File: config.mk
export PLATFORM = sky130hd
export DESIGN_NAME = voice_mix_seq
export DESIGN_NICKNAME = d
export VERILOG_FILES = /design/src/rtl/voice_mix_seq.sv
export SDC_FILE = /design/constraint.sdc
export NUM_CORES = 1
export LEC_CHECK = 0
export CAP_MARGIN = 20
export CORE_ASPECT_RATIO = 0.75
export CORE_UTILIZATION = 50
export DETAILED_ROUTE_END_ITERATION = 8
export DONT_BUFFER_PORTS = 1
export PLACE_DENSITY = 0.66
export SLEW_MARGIN = 40
export SYNTH_ARGS = -nofsm -noshare
export SYNTH_HDL_FRONTEND = slang
export SYNTH_SLANG_ARGS = --single-unit
export TNS_END_PERCENT = 10
File: constraint.sdc
create_clock -name clk -period 5.62 [get_ports clk]
set_input_delay 1.405 -clock clk [delete_from_list [all_inputs] [get_ports clk]]
set_output_delay 1.405 -clock clk [all_outputs]
set_load 0.05 [all_outputs]
File: src/rtl/voice_mix_seq.sv
// Time-multiplexed voice mixer: walks the voice store once per sample strobe,
// sums the unmuted signed samples and publishes a saturated result.
module voice_mix_seq #(
   parameter int NVOICE = 8,
   parameter int VSZ    = 16,
   parameter int ASZ    = 19,
   parameter int OSZ    = 16,
   parameter int AW     = 3
) (
   input  logic                  clk,
   input  logic                  reset,
   input  logic                  ena,
   input  logic [NVOICE-1:0]     voice_mute,
   output logic [AW-1:0]         voice_addr,
   input  logic signed [VSZ-1:0] voice_dat,
   output logic [OSZ-1:0]        out_dat,
   output logic                  out_vld,
   output logic                  out_clip,
   output logic                  busy,
   input  logic                  clr,
   output logic [7:0]            clip_cnt,
   output logic                  overrun
);

   typedef enum logic [1:0] {
      S_IDLE  = 2'd0,
      S_FETCH = 2'd1,
      S_DRAIN = 2'd2,
      S_SAT   = 2'd3
   } state_t;

   localparam logic [AW-1:0] LAST_ADDR = AW'(NVOICE - 1);
   localparam logic [AW-1:0] ADDR_ONE  = AW'(1);

   state_t                r_state;
   state_t                w_next;
   logic [NVOICE-1:0]     r_mask;
   logic signed [ASZ-1:0] r_acc;
   logic                  r_dv;
   logic                  r_dv_mute;
   logic [AW-1:0]         r_addr;
   logic                  r_busy;
   logic [OSZ-1:0]        r_out_dat;
   logic                  r_out_vld;
   logic                  r_out_clip;
   logic [7:0]            r_clip_cnt;
   logic                  r_overrun;
   logic                  w_start;
   logic                  w_fetch;
   logic                  w_sat;
   logic                  w_ena_busy;
   logic signed [ASZ-1:0] w_sample;
   logic [OSZ:0]          w_sat_res;

   // Clamp to OSZ bits; bit OSZ of the result flags that clamping happened.
   function automatic logic [OSZ:0] saturate(input logic signed [ASZ-1:0] a);
      logic [ASZ-OSZ:0] top;
      top = a[ASZ-1:OSZ-1];
      if ((&top) || !(|top)) begin
         saturate = {1'b0, a[OSZ-1:0]};
      end else if (a[ASZ-1]) begin
         saturate = {1'b1, 1'b1, {(OSZ-1){1'b0}}};
      end else begin
         saturate = {1'b1, 1'b0, {(OSZ-1){1'b1}}};
      end
   endfunction

   // State register.
   always_ff @(posedge clk) begin
      if (reset) begin
         r_state <= S_IDLE;
      end else begin
         r_state <= w_next;
      end
   end

   // Next-state logic; DRAIN covers the final accumulate while the store pipeline empties.
   always_comb begin
      w_next = r_state;
      case (r_state)
         S_IDLE: begin
            if (ena) w_next = S_FETCH;
            else     w_next = S_IDLE;
         end
         S_FETCH: begin
            if (r_addr == LAST_ADDR) w_next = S_DRAIN;
            else                     w_next = S_FETCH;
         end
         S_DRAIN: w_next = S_SAT;
         S_SAT:   w_next = S_IDLE;
         default: w_next = S_IDLE;
      endcase
   end

   // Output/control decode of the current state.
   always_comb begin
      w_start    = 1'b0;
      w_fetch    = 1'b0;
      w_sat      = 1'b0;
      w_ena_busy = 1'b0;
      case (r_state)
         S_IDLE:  w_start    = ena;
         S_FETCH: begin
            w_fetch    = 1'b1;
            w_ena_busy = ena;
         end
         S_DRAIN: w_ena_busy = ena;
         S_SAT: begin
            w_sat      = 1'b1;
            w_ena_busy = ena;
         end
         default: w_start = 1'b0;
      endcase
   end

   assign w_sample  = {{(ASZ-VSZ){voice_dat[VSZ-1]}}, voice_dat};
   assign w_sat_res = saturate(r_acc);

   // Address walk and accumulation; data lags the address by one cycle, so a
   // one-stage valid/mute pipe lines each sample up with its mask bit.
   always_ff @(posedge clk) begin
      if (reset) begin
         r_mask    <= {NVOICE{1'b0}};
         r_acc     <= {ASZ{1'b0}};
         r_dv      <= 1'b0;
         r_dv_mute <= 1'b0;
         r_addr    <= {AW{1'b0}};
         r_busy    <= 1'b0;
      end else begin
         r_dv      <= w_fetch;
         r_dv_mute <= r_mask[r_addr];
         if (w_start) begin
            r_mask <= voice_mute;
            r_acc  <= {ASZ{1'b0}};
            r_addr <= {AW{1'b0}};
            r_busy <= 1'b1;
         end else begin
            if (r_dv && !r_dv_mute) begin
               r_acc <= r_acc + w_sample;
            end
            if (w_fetch && (r_addr != LAST_ADDR)) begin
               r_addr <= r_addr + ADDR_ONE;
            end
            if (w_sat) begin
               r_busy <= 1'b0;
            end
         end
      end
   end

   // Result publication.
   always_ff @(posedge clk) begin
      if (reset) begin
         r_out_dat  <= {OSZ{1'b0}};
         r_out_vld  <= 1'b0;
         r_out_clip <= 1'b0;
      end else begin
         r_out_vld  <= w_sat;
         r_out_clip <= w_sat & w_sat_res[OSZ];
         if (w_sat) begin
            r_out_dat <= w_sat_res[OSZ-1:0];
         end
      end
   end

   // Status for the control interface; clr dominates any same-cycle update.
   always_ff @(posedge clk) begin
      if (reset) begin
         r_clip_cnt <= 8'd0;
         r_overrun  <= 1'b0;
      end else if (clr) begin
         r_clip_cnt <= 8'd0;
         r_overrun  <= 1'b0;
      end else begin
         if (w_sat && w_sat_res[OSZ] && (r_clip_cnt != 8'hFF)) begin
            r_clip_cnt <= r_clip_cnt + 8'd1;
         end
         if (w_ena_busy) begin
            r_overrun <= 1'b1;
         end
      end
   end

   assign voice_addr = r_addr;
   assign out_dat    = r_out_dat;
   assign out_vld    = r_out_vld;
   assign out_clip   = r_out_clip;
   assign busy       = r_busy;
   assign clip_cnt   = r_clip_cnt;
   assign overrun    = r_overrun;

endmodule

==> flow_summary.yaml, run 1 <==
status:
  status: "finished clean"
yosys:
  ys_ff_latch: 62
  synth_xor_area_share_pct: 3.22
  synth-compound-area-share_pct: 18.2
  ys_seq_area_share_pct: 38.1
  synth_cells: 405
  synth_fa_ha_area_share_pct: 8.67
  syn_nets: 455
  synth_edf_count: 0
  synth.distinct_cells: 49
  synth_area_um2: 3260
  synth.avg_cell_area_um2: 8.05
  synthSimpleGateAreaFrac_pct: 25.0
  async_reset_ff_share_pct: 0
  ys.flop_type: "dfxtp_1"
  synthMuxAreaShare_pct: 3.91
  synth_top_family_by_area: "simple AND/OR/NAND/NOR gates"
  synth_warnings: 0
clocking:
  cts_root_buffer: "clkbuf_8"
  clk_latency_ps: 340
  clock_path_buffers: 2
  clkTransAtPathRegs_ps: 70
  h-tree-depth: 3
  tritoncts: "done"
  cts_sinks: 62
  cts_hold_buf: 0
  postCtsResizedCells: 0
  cts_buffers: 9
  cts_setup_buffers: 0
setup_path:
  crit_path_frequent_cell: "o21ai_2"
  rr_startpoint: "r_acc[0]"
  crit_type: "primary input to register"
  critPathBufInv: 1
  cp_cell_sequence: "ha_1 > inv_1 > fa_1 > nand2b_1 > a21oi_2 > o21ai_2 > o31a_1 > a2111o_1 > o21ai_2 > mux2i_1"
  worstPathMaxFanout: 4
  cp-start-kind: "primary input"
  cp_data_required_time_ps: 5880
  slowest_stage: "a2111o_1"
  endpoint_kind: "register"
  crit_family: "compound AO/OA/AOI/OAI gates"
  critPathArrivalTime_ps: 3490
  worstReg2RegEnd: "r_acc[18]"
  r2r_cells: 10
  r2r_slack_ps: 3070
  critPathMaxStageDelay_ps: 390
timing:
  worst_pin_slew_ps: 838
  maxSlewHeadroom_pct: 44.2
  grt_setup_unrepaired: "no"
  max_freq_mhz: 310
  hold_violations: 0
  tns_ps: 0
  post-route-period-util_pct: 57.4
  drv_slew: 0
  setup_ws_ps: 2400
  min_period_ps: 3220
  skew_ps: 10.3
  setup_viol: 0
drt:
  highest_layer: "met4"
  avgRoutedWirePerCell_um: 15.0
  wl_um: 7330
  met1_length_um: 3460
  final_antenna_net_count: 0
  dr.pass1.iters: 4
  wl_met2_um: 3300
  drtIter0Drc: 140
  wl_met3_um: 500
  routed_via_density: 5.72
  vias: 2784
  drc: 0
global_route:
  grtUsageTotal_pct: 22.6
  grt_pass1_wl_um: 11900
  grt_pass1_vias: 2573
  antenna_found_initial: 0
  overflow: 0
  grt_max_degree: 36
worst_hold_path:
  hold_class: "register to register"
  worstHoldPathCells: 2
  min_delay_worst_endpoint: "r_mask[5]"
  hold_start: "r_mask[5]"
cells_and_area:
  final_cells: 487
  fillers: 611
  area_delta_synth_final_pct: 8.25
  n_antenna_cell: 0
  nets: 451
  final_area_um2: 3530
  drive_above_1_share_pct: 8.37
power_and_ir_drop:
  cellLeakagePower_nw: 1.36
  power_density_nw_per_um2: 274
  ir_worst_vdd_v: 0.000182
  total_power_uw: 967
placement:
  placed_area_um2: 3320
  routabilityCongestion: 0.878
  dp.cells: 471
  pre_cts_slack_ps: 2030
  dpl.hpwl_um: 5290
  portBuffers: 0
floorplan:
  dieArea_um2: 6850
  ios: 59
  die_h_um: 72.0
  die_w_um: 95.3
  placementRows: 25
  coreArea_um2: 6290
  floorplan.initialDensity_pct: 51.9
job:
  maxCapViolations: 0
## registers in the layout, indices dropped and copies added, names as in the netlist, named ones only
name and cells:
busy 1, clip_cnt 8, out_clip 1, out_dat 16, out_vld 1, overrun 1, r_acc 19, r_dv 1
r_dv_mute 1, r_mask 8, r_state 1, voice_addr 3
## stage by stage
stage / util [%] / hold WS (ps)
detailed placement: 52.8 / 441
global route: 56.2 / 470
CTS: 56.2 / 451
global placement: 52.6 / 437
finish: 56.2 / 451
floorplan: - / 433
## cells by family after synthesis
logic type,after synthesis
buffers and inverters,25
multiplexers,10
flip-flops,62
AND/OR/NAND/NOR,174
AO/OA/AOI/OAI,100
XOR/XNOR,12
adder cells (fa/ha/maj),22
## synth_stat cells (2+ instances only)
cell | number | area, um^2
a2111o_1 | 2 | 22.5
a211oi_1 | 3 | 22.5
a21o_1 | 3 | 22.5
a21oi_1 | 54 | 270
and2_1 | 2 | 12.5
and3_1 | 5 | 31.3
buf_1 | 3 | 11.3
buf_2 | 2 | 10.0
clkbuf_1 | 12 | 45.0
dfxtp_1 | 62 | 1240
ha_1 | 21 | 263
inv_1 | 8 | 30.0
mux2_2 | 2 | 22.5
mux2i_1 | 6 | 60.1
mux4_2 | 2 | 45.0
nand2_1 | 54 | 203
nand2b_1 | 7 | 43.8
nand3_1 | 18 | 90.1
nand3b_1 | 2 | 15.0
nand4_1 | 4 | 25.0
nor2_1 | 44 | 165
nor3_1 | 23 | 115
o21a_1 | 4 | 30.0
o21ai_0 | 18 | 90.1
o21ai_1 | 3 | 15.0
o21ai_2 | 2 | 17.5
or3_1 | 7 | 43.8
xnor2_1 | 8 | 70.1
xor2_1 | 4 | 35.0
## tightest hold or removal path, cell delays in order, from the launching register on
cell     delay [ps]
dfxtp_1         310
nand2_1          50
a21oi_1          50
## metal layers
metal	global-route usage, %	vias up
li1	-	1427
met1	30.0	1284
met2	34.8	66
met4	6.90	0
met5	0	-
met3	7.65	7
## cell usage in the layout, fill, tap and decap left out, types with 8 or more instances in the layout
cell type,n
ha_1,21
nor3_1,23
clkbuf_8,11
inv_1,8
nand2_1,54
dfxtp_1,62
nand3_1,18
xnor2_1,8
o21ai_0,18
a21oi_1,54
nor2_1,43
## power breakdown
part / internal, mW / leakage (nW) / total, mW / switching [mW]
sequential: 0.450 / 0.502 / 0.465 / 0.0148
combinational: 0.0357 / 0.763 / 0.0943 / 0.0586
clock: 0.231 / 0.0992 / 0.408 / 0.177
## area by class of cell
class | count | area (um^2) | share of cell area, %
Multi-Input combinational cell | 318 | 1930 | 54.7
Sequential cell | 62 | 1240 | 35.2
Clock buffer | 12 | 155 | 4.39
Tap cell | 81 | 101 | 2.87
Clock inverter | 4 | 53.8 | 1.52
Inverter | 8 | 30.0 | 0.850
Timing Repair Buffer | 2 | 18.8 | 0.532
## worst max path at each step
stage | start | to | slack [ps] | cells after the start
6_report | voice_dat[0] | r_acc[18] | 2400 | 10
5_1_grt | voice_dat[0] | r_acc[18] | 2250 | 10
4_1_cts | voice_dat[0] | r_acc[18] | 2390 | 10
3_5_place_dp | voice_dat[0] | r_acc[18] | 2030 | 10
3_3_place_gp | voice_dat[0] | r_acc[18] | 2130 | 10
2_1_floorplan | voice_dat[0] | r_acc[18] | 2220 | 10
No activity file was read; power rests on OpenSTA's default activity.
==> inputs of run 2 (changes only) <==
--- a/config.mk
+++ b/config.mk
@@ -10,7 +10,7 @@
 export CORE_UTILIZATION = 50
 export DETAILED_ROUTE_END_ITERATION = 8
 export DONT_BUFFER_PORTS = 1
-export PLACE_DENSITY = 0.66
+export PLACE_DENSITY = 0.69
 export SLEW_MARGIN = 40
 export SYNTH_ARGS = -nofsm -noshare
 export SYNTH_HDL_FRONTEND = slang
==> constraint.sdc (replaced) <==
create_clock -name clk -period 2.9 [get_ports clk]
set_input_delay 0.725 -clock clk [delete_from_list [all_inputs] [get_ports clk]]
set_output_delay 0.725 -clock clk [all_outputs]
set_load 0.05 [all_outputs]
==> run 2 against run 1 <==
Against the previous run: sequential power increased by 94%; die area did not move; clock skew fell by 3.8 ps; utilization rose by 1.0 points; critical endpoint unchanged; largest cell class unchanged; largest power group unchanged.
==> flow_summary.yaml, run 2 (synthesis results as in run 1) <==
floorplan:
  die_w_um: 95.3
  ios: 59
  placementRows: 25
  coreArea_um2: 6290
  floorplan.initialDensity_pct: 51.9
  die_h_um: 72.0
  dieArea_um2: 6850
global_route:
  grtUsageTotal_pct: 22.7
  overflow: 0
  grt_max_degree: 36
  grt_pass1_vias: 2486
  grt_pass1_wl_um: 11800
  antenna_found_initial: 0
drt:
  dr.pass1.iters: 8
  drc: 0
  wl_um: 7580
  routed_via_density: 5.75
  drtIter0Drc: 152
  avgRoutedWirePerCell_um: 15.3
  vias: 2842
  final_antenna_net_count: 0
timing:
  min_period_ps: 2550
  setup_viol: 0
  worst_pin_slew_ps: 737
  setup_ws_ps: 348
  hold_violations: 0
  tns_ps: 0
  maxSlewHeadroom_pct: 50.8
  max_freq_mhz: 392
  grt_setup_unrepaired: "no"
  post-route-period-util_pct: 88.0
  drv_slew: 0
  skew_ps: 6.43
setup_path:
  worstPathMaxFanout: 4
  critPathMaxStageDelay_ps: 380
  cp_cell_sequence: "ha_1 > inv_1 > fa_1 > nand2b_1 > a21oi_2 > o21ai_2 > o31a_1 > a2111o_1 > o21ai_2 > mux2i_1"
  critPathArrivalTime_ps: 2820
  cp_data_required_time_ps: 3170
  r2r_cells: 10
  cp.depth: 10
  critPathBufInv: 1
  endpoint_kind: "register"
  crit_family: "compound AO/OA/AOI/OAI gates"
  slowest_stage: "a2111o_1"
  crit_type: "register to register"
  crit_path_frequent_cell: "o21ai_2"
  cp-start-kind: "register"
power_and_ir_drop:
  power_density_nw_per_um2: 543
  ir_worst_vdd_v: 0.000343
  total_power_mw: 1.95
  cellLeakagePower_nw: 1.41
cells_and_area:
  area_delta_synth_final_pct: 10.2
  drive_above_1_share_pct: 9.93
  layout_commonest_cell: "dfxtp_1"
  final_cells: 494
  top_register: "r_acc"
  final_area_um2: 3590
  final_cell_mix: "dfxtp_1 (62), nand2_1 (54), a21oi_1 (54)"
  nets: 458
  n_antenna_cell: 0
  largest_reg_flops: 19
job:
  maxCapViolations: 0
clocking:
  h-tree-depth: 3
  cts_setup_buffers: 0
  clkTransAtPathRegs_ps: 70
  cts_sinks: 62
  cts_buffers: 9
  postCtsResizedCells: 0
  cts_root_buffer: "clkbuf_8"
  clk_latency_ps: 340
  tritoncts: "done"
  clock_path_buffers: 2
  cts_hold_buf: 0
status:
  status: "finished clean"
placement:
  dp.cells: 478
  portBuffers: 0
  dpl.hpwl_um: 5500
  pre_cts_slack_ps: 28.5
  placed_area_um2: 3370
  routabilityCongestion: 0.932
worst_hold_path:
  hold_class: "register to register"
  worstHoldPathCells: 2
-- run 2: where the power goes --
| group | switching (mW) | internal, mW | total, mW |
|---|---|---|---|
| Sequential | 0.0290 | 0.872 | 0.901 |
| Combinational | 0.117 | 0.0713 | 0.188 |
| Clock | 0.352 | 0.509 | 0.861 |
-- run 2: cell type report --
type / count / area (um^2)
clock buffer: 11 / 141
clock inverter: 5 / 81.3
fill: 589 / 2690
inverter: 8 / 30.0
multi-input combinational: 318 / 1930
sequential: 62 / 1240
tap: 81 / 101
timing repair buffer: 9 / 67.6
-- run 2: stage by stage --
| step | utilization [%] | hold WS [ps] |
|---|---|---|
| 2_1_floorplan | - | 433 |
| 3_3_place_gp | 53.5 | 435 |
| 3_5_place_dp | 53.6 | 440 |
| 4_1_cts | 57.1 | 438 |
| 5_1_grt | 57.2 | 430 |
| 6_report | 57.2 | 449 |
-- run 2: tightest hold or removal path: stages (launching register included) --
cell and delay, ps:
dfxtp_1 310, nand2_1 50, a21oi_1 50
-- run 2: layer usage --
layer / GRT usage (%) / vias to the layer above / part of all wire [%]
met3: 7.86 / 8 / 8.2
met1: 30.4 / 1298 / 46
met5: 0 / - / 0
li1: - / 1443 / -
met4: 6.57 / 0 / 0.77
met2: 34.7 / 93 / 45
-- run 2: final timing paths --
path / startpoint / to / slack [ps]
hold reg to reg: r_mask[5] / r_mask[5] / 450
setup reg to reg: r_acc[0] / r_acc[18] / 350
hold / removal: r_mask[5] / r_mask[5] / 450
setup / recovery: r_acc[0] / r_acc[18] / 350
==> inputs of run 3 (changes only) <==
--- a/config.mk
+++ b/config.mk
@@ -7,6 +7,7 @@
 export LEC_CHECK = 0
 export CAP_MARGIN = 20
 export CORE_ASPECT_RATIO = 0.75
+export CORE_MARGIN = 4
 export CORE_UTILIZATION = 50
 export DETAILED_ROUTE_END_ITERATION = 8
 export DONT_BUFFER_PORTS = 1
==> run 3 against run 2 <==
Against the previous run: die area up 15%; clock power down 2.7%; non-clock buffer count unchanged; global-route usage down 2.3 points; worst hold slack better by 1.9 ps; fmax up 0.42%; power down 1.2%; via count up 0.25%; final cell count unchanged; combinational power about the same; utilization down 0.40 points; critical path depth unchanged; largest cell class unchanged; largest power group unchanged; highest routed layer unchanged.
==> flow_summary.yaml, run 3 (synthesis results as in run 1) <==
cells_and_area:
  nets: 458
  n_antenna_cell: 0
  top_register: "r_acc"
  drive_above_1_share_pct: 9.69
  largest_reg_flops: 19
  final_area_um2: 3590
  fillers: 585
  layout_commonest_cell: "dfxtp_1"
  area_delta_synth_final_pct: 9.93
  final_cell_mix: "dfxtp_1 (62), nand2_1 (54), a21oi_1 (54)"
global_route:
  overflow: 0
  grt_pass1_vias: 2740
  antenna_found_initial: 0
  grt_max_degree: 36
  grt_pass1_wl_um: 12800
  grtUsageTotal_pct: 20.4
timing:
  max_freq_mhz: 394
  setup_viol: 0
  min_period_ps: 2540
  grt_setup_unrepaired: "no"
  maxSlewHeadroom_pct: 52.4
  hold_violations: 0
  drv_slew: 0
  tns_ps: 0
  skew_ps: 6.18
  holdWs_ps: 451
  worst_pin_slew_ps: 713
  post-route-period-util_pct: 87.6
drt:
  drc: 0
  drtIter0Drc: 155
  dr.pass1.iters: 5
  avgRoutedWirePerCell_um: 15.8
  wl_um: 7800
  vias: 2849
  routed_via_density: 5.77
  final_antenna_net_count: 0
setup_path:
  cp_cell_sequence: "ha_1 > inv_1 > fa_1 > nand2b_1 > a21oi_2 > o21ai_2 > o31a_1 > a2111o_1 > o21ai_2 > mux2i_1"
  crit_type: "register to register"
  cp-start-kind: "register"
  critPathBufInv: 1
  slowest_stage: "fa_1"
  critPathMaxStageDelay_ps: 380
  crit_family: "compound AO/OA/AOI/OAI gates"
  cp_data_required_time_ps: 3170
  worstPathMaxFanout: 4
  endpoint_kind: "register"
  crit_path_frequent_cell: "o21ai_2"
  critPathArrivalTime_ps: 2810
floorplan:
  floorplan.initialDensity_pct: 51.6
  ios: 59
  die_h_um: 78.0
  coreArea_um2: 6320
  placementRows: 25
  dieArea_um2: 7890
  die_w_um: 101
clocking:
  cts_sinks: 62
  cts_root_buffer: "clkbuf_8"
  cts_hold_buf: 0
  cts_setup_buffers: 0
  clk_latency_ps: 340
  cts_buffers: 9
  clkTransAtPathRegs_ps: 70
  clock_path_buffers: 2
  tritoncts: "done"
  postCtsResizedCells: 0
  h-tree-depth: 3
job:
  maxCapViolations: 0
power_and_ir_drop:
  ir_worst_vdd_v: 0.000343
  cellLeakagePower_nw: 1.41
  total_power_mw: 1.93
  power_density_nw_per_um2: 537
placement:
  portBuffers: 0
  routabilityCongestion: 0.856
  dpl.hpwl_um: 5670
  placed_area_um2: 3370
status:
  status: "finished clean"
worst_hold_path:
  hold_class: "register to register"
-- run 3: power by group --
group	internal, mW	switching (mW)	leakage (nW)
Combinational	0.0704	0.116	0.800
Sequential	0.872	0.0289	0.502
Clock	0.505	0.333	0.110
Total	1.45	0.478	1.41
-- run 3: area by class of cell --
class | instances | area, um^2 | share of cell area (%)
Timing Repair Buffer | 9 | 67.6 | 1.88
Clock inverter | 4 | 70.1 | 1.95
Clock buffer | 12 | 145 | 4.05
Sequential cell | 62 | 1240 | 34.6
Tap cell | 81 | 101 | 2.83
Inverter | 8 | 30.0 | 0.837
Multi-Input combinational cell | 318 | 1930 | 53.8
-- run 3: worst paths after layout --
kind,startpoint,end,slack (ps),cells past startpoint
setup / recovery,r_acc[0],r_acc[18],360,10
hold / removal,r_mask[4],r_mask[4],450,2
setup reg to reg,r_acc[0],r_acc[18],360,10
hold reg to reg,r_mask[4],r_mask[4],450,2
-- run 3: metal layers --
layer | track usage [%] | vias to the layer above | wire (um)
met4 | 5.98 | 0 | 87
met5 | 0 | - | 0
met3 | 7.64 | 8 | 716
met2 | 32.1 | 79 | 3660
met1 | 26.0 | 1327 | 3330
li1 | - | 1435 | -
-- run 3: through the flow --
step	setup slack (ps)	std cells	utilization (%)
floorplan	182	405	-
global route	183	494	56.8
finish	359	494	56.8
detailed placement	39.5	478	53.3
CTS	361	494	56.8
global placement	86.1	478	53.2
-- run 3: worst register-to-register path, cell delays in order, from the launching register on --
cell and delay, ps:
dfxtp_1 370, ha_1 190, inv_1 60, fa_1 380, nand2b_1 200, a21oi_2 200
o21ai_2 120, o31a_1 330, a2111o_1 380, o21ai_2 70, mux2i_1 180
